<file path="src/rtl/instr_encoder_pkg.sv">
// Shared kind codes and MIPS opcode/func constants for the encoder and decoder.
package instr_encoder_pkg;

  localparam logic [4:0] KIND_ADD = 5'd0;
  localparam logic [4:0] KIND_SUB = 5'd1;
  localparam logic [4:0] KIND_ORI = 5'd2;
  localparam logic [4:0] KIND_LUI = 5'd3;
  localparam logic [4:0] KIND_LW  = 5'd4;
  localparam logic [4:0] KIND_SW  = 5'd5;
  localparam logic [4:0] KIND_BEQ = 5'd6;
  localparam logic [4:0] KIND_JAL = 5'd7;
  localparam logic [4:0] KIND_JR  = 5'd8;
  localparam logic [4:0] KIND_NOP = 5'd9;

  localparam logic [5:0] OP_R   = 6'b000000;
  localparam logic [5:0] OP_LW  = 6'b100011;
  localparam logic [5:0] OP_SW  = 6'b101011;
  localparam logic [5:0] OP_BEQ = 6'b000100;
  localparam logic [5:0] OP_LUI = 6'b001111;
  localparam logic [5:0] OP_ORI = 6'b001101;
  localparam logic [5:0] OP_JAL = 6'b000011;

  localparam logic [5:0] FN_ADD = 6'b100000;
  localparam logic [5:0] FN_SUB = 6'b100010;
  localparam logic [5:0] FN_JR  = 6'b001000;

  function automatic logic [31:0] r_word(input logic [4:0] rs, input logic [4:0] rt,
                                         input logic [4:0] rd, input logic [5:0] fn);
    return {OP_R, rs, rt, rd, 5'b00000, fn};
  endfunction

  function automatic logic [31:0] i_word(input logic [5:0] op, input logic [4:0] rs,
                                         input logic [4:0] rt, input logic [15:0] imm);
    return {op, rs, rt, imm};
  endfunction

endpackage

</file>
<file path="src/rtl/instr_word_fmt.sv">
// Combinational formatter: instruction kind plus fields to a 32-bit MIPS word.
module instr_word_fmt
  import instr_encoder_pkg::*;
(
  input  logic [4:0]  kind,
  input  logic [4:0]  rs,
  input  logic [4:0]  rt,
  input  logic [4:0]  rd,
  input  logic [15:0] imm16,
  input  logic [25:0] imm26,
  output logic [31:0] word,
  output logic        illegal
);

  always_comb begin
    word    = 32'h0;
    illegal = 1'b0;
    case (kind)
      KIND_ADD: word = r_word(rs, rt, rd, FN_ADD);
      KIND_SUB: word = r_word(rs, rt, rd, FN_SUB);
      KIND_JR:  word = {OP_R, rs, 15'b0, FN_JR};
      KIND_ORI: word = i_word(OP_ORI, rs, rt, imm16);
      KIND_LUI: word = i_word(OP_LUI, 5'b00000, rt, imm16);
      KIND_LW:  word = i_word(OP_LW, rs, rt, imm16);
      KIND_SW:  word = i_word(OP_SW, rs, rt, imm16);
      KIND_BEQ: word = i_word(OP_BEQ, rs, rt, imm16);
      KIND_JAL: word = {OP_JAL, imm26};
      KIND_NOP: word = 32'h0;
      default:  illegal = 1'b1;
    endcase
  end

endmodule

</file>
<file path="src/rtl/instr_encoder.sv">
// Encodes field bundles into MIPS words and streams them through a 2-entry
// buffer into the instruction-memory write port at consecutive byte addresses.
module instr_encoder
  import instr_encoder_pkg::*;
#(
  parameter logic [31:0] PC_BASE = 32'h0000_3000,
  parameter int          DEPTH   = 4096,
  parameter int          ADDR_W  = 32
) (
  input  logic              clk,
  input  logic              reset,
  input  logic              flush,
  input  logic              in_valid,
  output logic              in_ready,
  input  logic [4:0]        in_kind,
  input  logic [4:0]        in_rs,
  input  logic [4:0]        in_rt,
  input  logic [4:0]        in_rd,
  input  logic [15:0]       in_imm16,
  input  logic [25:0]       in_imm26,
  output logic              im_we,
  input  logic              im_ready,
  output logic [ADDR_W-1:0] im_addr,
  output logic [31:0]       im_wdata,
  output logic [12:0]       count,
  output logic              mem_full,
  output logic              err
);

  localparam logic [12:0] DEPTH_C = 13'(DEPTH);

  logic [31:0] fmt_word;
  logic        fmt_illegal;
  logic [31:0] buf_q [2];
  logic        wr_ptr;
  logic        rd_ptr;
  logic [1:0]  entries;
  logic        accept;
  logic        push;
  logic        pop;

  instr_word_fmt u_fmt (
    .kind    (in_kind),
    .rs      (in_rs),
    .rt      (in_rt),
    .rd      (in_rd),
    .imm16   (in_imm16),
    .imm26   (in_imm26),
    .word    (fmt_word),
    .illegal (fmt_illegal)
  );

  // Handshake: a transfer happens on a side exactly when its valid and ready are
  // both high at a rising edge; illegal bundles complete the handshake but are dropped.
  assign mem_full = (count == DEPTH_C);
  assign in_ready = (entries < 2'd2) & ~mem_full;
  assign im_we    = (entries != 2'd0) & ~mem_full;
  assign im_wdata = buf_q[rd_ptr];
  assign accept   = in_valid & in_ready;
  assign push     = accept & ~fmt_illegal;
  assign pop      = im_we & im_ready;

  always_ff @(posedge clk) begin
    if (!reset || flush) begin
      buf_q[0] <= 32'h0;
      buf_q[1] <= 32'h0;
      wr_ptr   <= 1'b0;
      rd_ptr   <= 1'b0;
      entries  <= 2'd0;
      im_addr  <= ADDR_W'(PC_BASE);
      count    <= 13'd0;
      err      <= 1'b0;
    end else begin
      if (push) begin
        buf_q[wr_ptr] <= fmt_word;
        wr_ptr        <= ~wr_ptr;
      end
      if (pop) begin
        rd_ptr  <= ~rd_ptr;
        im_addr <= im_addr + ADDR_W'(4);
        count   <= count + 13'd1;
      end
      case ({push, pop})
        2'b10:   entries <= entries + 2'd1;
        2'b01:   entries <= entries - 2'd1;
        default: entries <= entries;
      endcase
      if (accept && fmt_illegal) begin
        err <= 1'b1;
      end
    end
  end

endmodule

</file>
<file path="config.mk">
export PLATFORM = sky130hd
export DESIGN_NAME = instr_encoder
export DESIGN_NICKNAME = d
export VERILOG_FILES = /design/src/rtl/instr_encoder_pkg.sv /design/src/rtl/instr_word_fmt.sv /design/src/rtl/instr_encoder.sv
export SDC_FILE = /design/constraint.sdc
export NUM_CORES = 1
export LEC_CHECK = 0
export ABC_AREA = 1
export CAP_MARGIN = 20
export CORE_MARGIN = 8
export CORE_UTILIZATION = 41
export DETAILED_ROUTE_END_ITERATION = 7
export DONT_BUFFER_PORTS = 1
export GPL_TIMING_DRIVEN = 0
export HOLD_SLACK_MARGIN = 0.12
export SLEW_MARGIN = 10
export SYNTH_ARGS = -nofsm -noshare
export SYNTH_HDL_FRONTEND = slang
export SYNTH_SLANG_ARGS = --single-unit
</file>
<file path="constraint.sdc">
create_clock -name clk -period 2.8 [get_ports clk]
set_clock_uncertainty 0.2 [all_clocks]
set_input_delay 0.7 -clock clk [delete_from_list [all_inputs] [get_ports clk]]
set_output_delay 0.7 -clock clk [all_outputs]
set_load 0.02 [all_outputs]
</file>
Yosys cells after proc, flatten, opt, wreduce, memory -nomap -nowiden
Memories as Yosys holds them, arrays and structs flattened. A register that Yosys moved wholly into a read port is not among the register bits.
Cells that the tools add are included.
- bits in registers: 50
- RAM bits: 64
- input bits: 67
- output and inout port bits: 81
- logic and storage cells: 53
- memories kept: 1
- add/sub/neg operators: 4
- order comparisons: 1
- equality and inequality tests: 12
- mux-type cells: 13
- bitwise gates (word level): 8
- reduce and logical (&&, ||, !) cells: 8
- memories (memory ; words ; width ; read ports ; clocked after Yosys merged registers in ; write ports ; line ; RTL):
    buf_q ; 2 ; 32 ; 1 ; 1 ; 2 ; instr_encoder.sv:34 ; logic [31:0] buf_q [2];
- operators by type and width (kind ; number):
    $pmux W32 S9 ; 1
    $add A32 B3 Y32 const B ; 1
    $mux W32 ; 1
    $reduce_or A32 Y1 ; 1
    $eq A5 B3 Y1 const B ; 4
    $add A13 B1 Y13 const B ; 1
    $eq A13 B13 Y1 const B ; 1
    $eq A5 B2 Y1 const B ; 2
    $eq A5 B4 Y1 const B ; 2
    $mux W1 ; 10
    $reduce_or A10 Y1 ; 1
    $and A1 B1 Y1 ; 5
    $eq A5 B1 Y1 const B ; 1
    $logic_not A5 Y1 ; 1
    $pmux W2 S2 ; 1
    $reduce_bool A2 Y1 ; 2
    $not A1 Y1 ; 3
    $add A2 B1 Y2 const B ; 1
    $eq A2 B1 Y1 const B ; 1
    $eq A2 B2 Y1 const B ; 1
    $lt A2 B2 Y1 const B ; 1
    $sub A2 B1 Y2 const B ; 1
    $logic_and A1 B1 Y1 ; 1
    $logic_not A1 Y1 ; 1
    $logic_or A1 B1 Y1 ; 1

Logic depth before layout (Yosys ltp)
Gate-level depths: netlist (run 1).
- word-level depth: 10
- mapped depth: 13
- gate-level depth less buffers: 12

By module
Synthesis (run 1) repeated with hierarchy kept, for this count alone.
- cells, all modules: 760
- area, all modules: 6089.6 µm²
- modules (own cells, without submodules) (module ; times used ; cells an instance ; area an instance (µm²) ; sequential area each (µm²)):
    instr_encoder ; 1 ; 638 ; 5537.8 ; 2902.8
    instr_word_fmt ; 1 ; 122 ; 551.8 ; 0.0

Least setup slack after synthesis (run 1)
No wires, ideal clock.
- path kind: register to register
- start: register count[0]
- end: memory buf_q[0][0], enable pin
- library setup time: 0.388 ns
- data arrival time: 2.218 ns
- required time: 2.212 ns
- path slack: -0.007 ns
- stages on the path, launching flop included: 11
- path buffers: 1
- clock period less this slack: 2.807 ns
- path through: dfxtp_1 inv_1 ha_1 nand2_1 nor2_2 nand2_2 nand4_4 nor2_2 nand2_2 clkbuf_8 nand2_1
- RTL lines (item ; line ; RTL):
    start: declaration ; instr_encoder.sv:25 ; output logic [12:0] count,
    start signal: assignment ; instr_encoder.sv:81 ; count <= count + 13'd1;
    end: declaration ; instr_encoder.sv:34 ;

==> results of run 1 <==
## kinds of logic after synthesis
kind of cell | Yosys count | synth area share [%]
mux | 31 | 5.84
xor+xnor | 18 | 2.64
compound gates | 84 | 7.77
flops | 111 | 47.6
buf+inv | 90 | 7.54
other cells | 1 | 0.0628
simple gates | 404 | 27.7
fa+ha+maj | 4 | 0.838
## layer usage
metal,vias up,global-route usage [%],part of all wire (%)
met5,-,0,0
met4,0,6.04,1.7
met1,2287,19.3,40
li1,2442,-,-
met3,20,4.81,8.3
met2,143,28.8,50
## power by group through the flow
stage	sequential [W]	combinational, W	clock (W)
floorplan	0.00180	0.000160	0
global placement	0.00181	0.000203	0
detailed placement	0.00181	0.000207	0
CTS	0.00177	0.000212	0.00129
global route	0.00177	0.000227	0.00136
finish	0.00177	0.000207	0.00126
## flip-flops by register name (all words and copies together), names as in the netlist, named ones only
name,count
wr_ptr,1
err,1
count,13
rd_ptr,1
im_addr,30
entries,2
buf_q,62
## synth_stat cells (all sizes together)
master,n,area share (%)
buf,22,2.9
xnor2,3,0.44
clkinv,1,0.063
edfxtp,62,31
a21oi,51,4.3
o21ai,16,1.3
nand3b,1,0.13
ha,4,0.84
nor3,8,0.67
conb,1,0.063
nor2,156,10
xor2,15,2.2
o21bai,1,0.13
mux2,31,5.8
inv,61,3.9
nand4,6,0.88
o22ai,1,0.10
clkbuf,6,0.71
a31oi,1,0.10
a22oi,13,1.6
o21a,1,0.13
nand2,205,13
dfxtp,49,16
nand3,26,2.5
nor4,2,0.21
## how the worst max path moves through the flow
stage | endpoint | slack (ns) | cells past startpoint
after floorplan | buf_q[1][0]$_SDFFCE_PN0P_ | 0.02 | 10
after global placement | buf_q[1][10]$_SDFFCE_PN0P_ | -0.63 | 10
after detailed placement | buf_q[0][10]$_SDFFCE_PN0P_ | -0.27 | 10
after CTS | in_ready | 0.04 | 5
after global routing | im_wdata[12] | 0.03 | 2
final | im_wdata[1] | 0.13 | 2
## layout make-up
cell class,instances,area [sq um]
Inverter,62,235
Clock inverter,7,62.6
Buffer,28,215
Fill cell,1454,7830
Multi-Input combinational cell,544,2720
Sequential cell,111,2850
Clock buffer,9,225
Tap cell,184,230
## worst max-delay path: cells and delay by family, from the launching register on
kind                   cells  cell delay, ns
multiplexers               1            0.48
buffers and inverters      1            0.50
flip-flops                 1            0.43
## per-stage QoR
step                cells  area, sq um  setup slack (ns)  power (W)
floorplan             745         5980            0.0211    0.00196
global placement      929         6210            -0.635    0.00201
detailed placement    929         6220            -0.271    0.00202
CTS                   945         6530            0.0414    0.00328
global route          945         6540            0.0262    0.00336
finish                945         6540             0.135    0.00324
## repair_timing
item,CTS,global route
pin swaps,0,0
endpoints found under the setup margin,64,33
hold buffers,0,0
setup buffers,0,0
gates resized for setup,6,4
==> results.cfg, run 1 <==
[sta]
maxSlewViolCount = 0
rsz0062_at_grt = no
timing.hold.ws_ns = 0.309
transition_time_at_the_pin_with_the_least_slew_margin_ns = 0.744
worst_slew_margin_rel_pct = 50.4
final-hold-violation-count = 0
setup_violations = 0
min_period_over_period_pct = 95.2
final_period_minus_worst_setup_slack_ns = 2.67
timing.setup.tns_ns = 0
achievable-frequency_ghz = 0.375

[logic_synthesis]
sequential_cell_area_fraction_in_the_yosys_report_pct = 47.6
post_synth.cell_area_avg_sq_um = 8.04
syn_inst = 743
synthDistinctLibCells = 39
synthesis.yosys.warnings = 0
synth.ff_latch_count = 111
syn-cell-area_sq_mm = 0.00597

[drt]
num_vias = 4892
dr.pass1.iters = 5
totalWireLength_um = 15800
post_detailed_route_count_of_antenna_violating_nets = 0
wl_per_cell_um = 16.7
remaining_drc_errors = 0
drt_iter0_markers = 250
viasPerCell = 5.18

[cells_and_area]
finish.net_count = 827
layout.cells.most_common = sky130_fd_sc_hd__nand2_1
layout_common_cells = sky130_fd_sc_hd__nand2_1, sky130_fd_sc_hd__nor2_1, sky130_fd_sc_hd__edfxtp_1, sky130_fd_sc_hd__inv_1, sky130_fd_sc_hd__a21oi_1
fin_util_pct = 45.5
area_delta_synth_final_pct = 9.47
antenna-diode-count = 0
final_layout_size_suffix_gt1_share_pct = 12.6

[placement]
hpwl_um = 12100
port-buffer-count = 0
routabilityCongestion = 0.939

[die]
floorplan.die.width_um = 137
die_height_um = 137
placement_rows = 44
initial_utilization_pct = 41.6
fp.dieArea_sq_mm = 0.0187
num_io_pins = 148
placeableCoreArea_sq_mm = 0.0144

[global_route]
grt_antenna_before_repair = 0
global_route.usage.total_pct = 16.7
grt_pass1_vias = 4633
global_route.overflow_total = 0
grt_first_pass_wirelength_um = 24300
grt_max_degree = 32

[power]
switchingPower_w = 0.000800
power_switching_share_pct = 24.7
power_report.internal_total_w = 0.00244
clock_power_share_pct = 39.0
leakage_nw = 2.35
power_density_mw_per_mm2 = 496
share_comb_of_total_power_pct = 6.4
pwr-share-seq_pct = 54.6
worst_ir_drop_vdd_v = 0.000255

[min_path]
worstHoldPathType = flop to flop
hp-start = rd_ptr$_SDFFE_PP0P_
worst_hold_path.endpoint = rd_ptr$_SDFFE_PP0P_
hold-path-cell-count = 2

[setup_path]
cells_traversed_along_the_worst_timing_path = buf_1 -> mux2_2
crit_path_start_kind = flop
crit_arrival_ns = 1.77
reg2reg_slack_ns = 0.30
worstReg2RegStart = count[0]$_SDFFE_PP0P_
r2r.worst_path.cells = 13
critPathRequiredTime_ns = 1.90
worst_path_max_delay_cell = sky130_fd_sc_hd__buf_1
setup.worst_path.end_class = output pin
r2r_end = entries[1]$_SDFFE_PP0P_
timing_worst_setup_path_type = flop to output pin
max_stage_delay_ns = 0.50
critical_path_peak_fanout = 10

[clock_tree]
max-clock-path-buffers = 2
cts_num_sinks = 111
ctsHtreeMaxLevel = 3
tritoncts = built
cts-buffers-inserted = 9
clk_pin_slew_worst_paths_ns = 0.08
clock_tree.root_cell = sky130_fd_sc_hd__clkbuf_16
clock_insertion_delay_worst_skew_ns = 0.36

[flow_run]
maxCapViolations = 0

[run_status]
status = complete, no violations
Power figures use the tool's default switching activity.
==> run 2: changes to the inputs <==
CTS_CLUSTER_SIZE = 14   (was not set)
==> results of run 2 <==
Same layout as run 1: the final DEF is identical, and so are final timing and power.
==> run 3: changes to the inputs <==
CELL_PAD_IN_SITES_DETAIL_PLACEMENT = 1   (was not set)
CELL_PAD_IN_SITES_GLOBAL_PLACEMENT = 2   (was not set)
CORE_UTILIZATION = 33   (was 41)
PLACE_DENSITY_LB_ADDON = 0.1   (was not set)
==> results.cfg, run 3 (synthesis results as in run 1) <==
[cells_and_area]
antenna-diode-count = 0
largest-register = buf_q
layout.cells.non_filler = 990
final.fill_count = 2182
finish.net_count = 827
area_delta_synth_final_pct = 10.3
layout_common_cells = sky130_fd_sc_hd__nand2_1, sky130_fd_sc_hd__nor2_1, sky130_fd_sc_hd__edfxtp_1, sky130_fd_sc_hd__inv_1, sky130_fd_sc_hd__a21oi_1
layout_top_registers = buf_q: 62 flops, im_addr: 30 flops, count: 13 flops
final_layout_size_suffix_gt1_share_pct = 12.2
layout.cells.most_common = sky130_fd_sc_hd__nand2_1
largest_reg_flops = 62

[run_status]
status = complete, no violations

[setup_path]
crit_path_start_kind = flop
reg2reg_slack_ns = 0.20
critPathRequiredTime_ns = 1.90
cp_top_family = buffers and inverters
setup.worst_path.end_class = output pin
worst_path_max_delay_cell = sky130_fd_sc_hd__buf_1
crit_arrival_ns = 1.78
cells_traversed_along_the_worst_timing_path = buf_1 -> mux2_2
timing_worst_setup_path_type = flop to output pin
timing.critical_path.buf_inv = 1
max_stage_delay_ns = 0.52
critical_path_peak_fanout = 10

[drt]
remaining_drc_errors = 0
post_detailed_route_count_of_antenna_violating_nets = 0
dr.pass1.iters = 4
num_vias = 4899
drt_iter0_markers = 190
viasPerCell = 4.95
totalWireLength_um = 18300
wl_per_cell_um = 18.5

[sta]
achievable-frequency_ghz = 0.373
min_period_over_period_pct = 95.7
rsz0062_at_grt = no
final_period_minus_worst_setup_slack_ns = 2.68
transition_time_at_the_pin_with_the_least_slew_margin_ns = 0.967
worst_slew_margin_rel_pct = 35.5
setup_violations = 0
timing.hold.ws_ns = 0.312
final-hold-violation-count = 0
final_critical_path_setup_slack_ns = 0.122
maxSlewViolCount = 0

[clock_tree]
clock_tree.root_cell = sky130_fd_sc_hd__clkbuf_16
max-clock-path-buffers = 2
clock_insertion_delay_worst_skew_ns = 0.35
cts_num_sinks = 111
cts-buffers-inserted = 9
ctsHtreeMaxLevel = 3
cts.repair_timing.setup_buffer_count = 0
clk_pin_slew_worst_paths_ns = 0.08
tritoncts = built

[die]
initial_utilization_pct = 33.5
placeableCoreArea_sq_mm = 0.0178
floorplan.die.width_um = 151
die_height_um = 151
placement_rows = 49
fp.dieArea_sq_mm = 0.0227
num_io_pins = 148

[placement]
numPlacedInstances = 974
port-buffer-count = 0
pre_cts_slack_ns = -0.338
hpwl_um = 14300
routabilityCongestion = 0.782

[flow_run]
maxCapViolations = 0

[power]
share_comb_of_total_power_pct = 6.5
worst_ir_drop_vdd_v = 0.000258
power_density_mw_per_mm2 = 495
power_report.internal_total_w = 0.00244
clock_power_share_pct = 39.3
power_switching_share_pct = 25.1
pwr-share-seq_pct = 54.2
leakage_nw = 2.35
switchingPower_w = 0.000820

[global_route]
global_route.overflow_total = 0
grt_max_degree = 32
global_route.usage.total_pct = 16.4
grt_pass1_vias = 5246
grt_antenna_before_repair = 0
grt_first_pass_wirelength_um = 28700

[min_path]
worstHoldPathType = flop to flop
[run 3: cell types whose count changed in the layout (fill, tap and decap cells not counted)]
cell,before,now
sky130_fd_sc_hd__clkbuf_1,4,5
sky130_fd_sc_hd__clkinv_2,1,0
sky130_fd_sc_hd__dfxtp_1,46,47
sky130_fd_sc_hd__dfxtp_2,2,1
sky130_fd_sc_hd__nor2_1,146,147
sky130_fd_sc_hd__nor2_2,9,8
[run 3: layout make-up]
| type | count | area, sq um | share of cell area, % |
|---|---|---|---|
| flip-flops and latches | 111 | 2850 | 43.2 |
| clock inverters | 6 | 57.6 | 0.873 |
| inverters | 62 | 235 | 3.57 |
| plain buffers | 28 | 215 | 3.27 |
| clock buffers | 10 | 229 | 3.47 |
| well taps | 229 | 287 | 4.35 |
| multi-input cells | 544 | 2720 | 41.3 |
[run 3: metal layers]
layer / vias to the layer above / track usage (%) / share of wire [%]
li1: 2433 / - / -
met1: 2355 / 18.7 / 42
met2: 99 / 28.9 / 50
met3: 12 / 5.17 / 7.9
met4: 0 / 4.35 / 0.98
met5: - / 0 / 0
[run 3: through the flow]
stage / util [%] / cell area (sq um) / setup TNS [ns] / power (W)
5_1_grt: 36.9 / 6590 / 0 / 0.00340
3_5_place_dp: 35.2 / 6270 / -20.78 / 0.00202
4_1_cts: 36.9 / 6590 / 0 / 0.00333
3_3_place_gp: 35.1 / 6270 / -39.54 / 0.00202
2_1_floorplan: - / 5980 / 0 / 0.00196
6_report: 36.9 / 6590 / 0 / 0.00326
[run 3: repair_timing]
| action | 4_1_cts | 5_1_grt |
|---|---|---|
| hold buffers | 0 | 0 |
| pin swaps | 0 | 0 |
| endpoints found under the setup margin | 64 | 1 |
| resized for setup | 6 | 2 |
[run 3: worst min-delay path, cell delays in order (launching register included)]
cell and delay (ns):
sky130_fd_sc_hd__dfxtp_1 0.34, sky130_fd_sc_hd__nand3_1 0.09, sky130_fd_sc_hd__nand2_1 0.05
[run 3: power groups by stage]
| stage | Sequential, W | Combinational, W | Clock (W) |
|---|---|---|---|
| after floorplan | 0.00180 | 0.000160 | 0 |
| final | 0.00177 | 0.000212 | 0.00128 |
| after global placement | 0.00181 | 0.000210 | 0 |
| after detailed placement | 0.00181 | 0.000214 | 0 |
| after global routing | 0.00177 | 0.000233 | 0.00139 |
| after CTS | 0.00177 | 0.000218 | 0.00134 |
[run 3: final timing paths]
path	start	end	depth (start not counted)
setup / recovery	flop	im_wdata[3]	2
hold / removal	wr_ptr$_SDFFE_PP0P_	wr_ptr$_SDFFE_PP0P_	2
hold reg to reg	wr_ptr$_SDFFE_PP0P_	wr_ptr$_SDFFE_PP0P_	2
setup reg to reg	count[0]$_SDFFE_PP0P_	entries[1]$_SDFFE_PP0P_	13
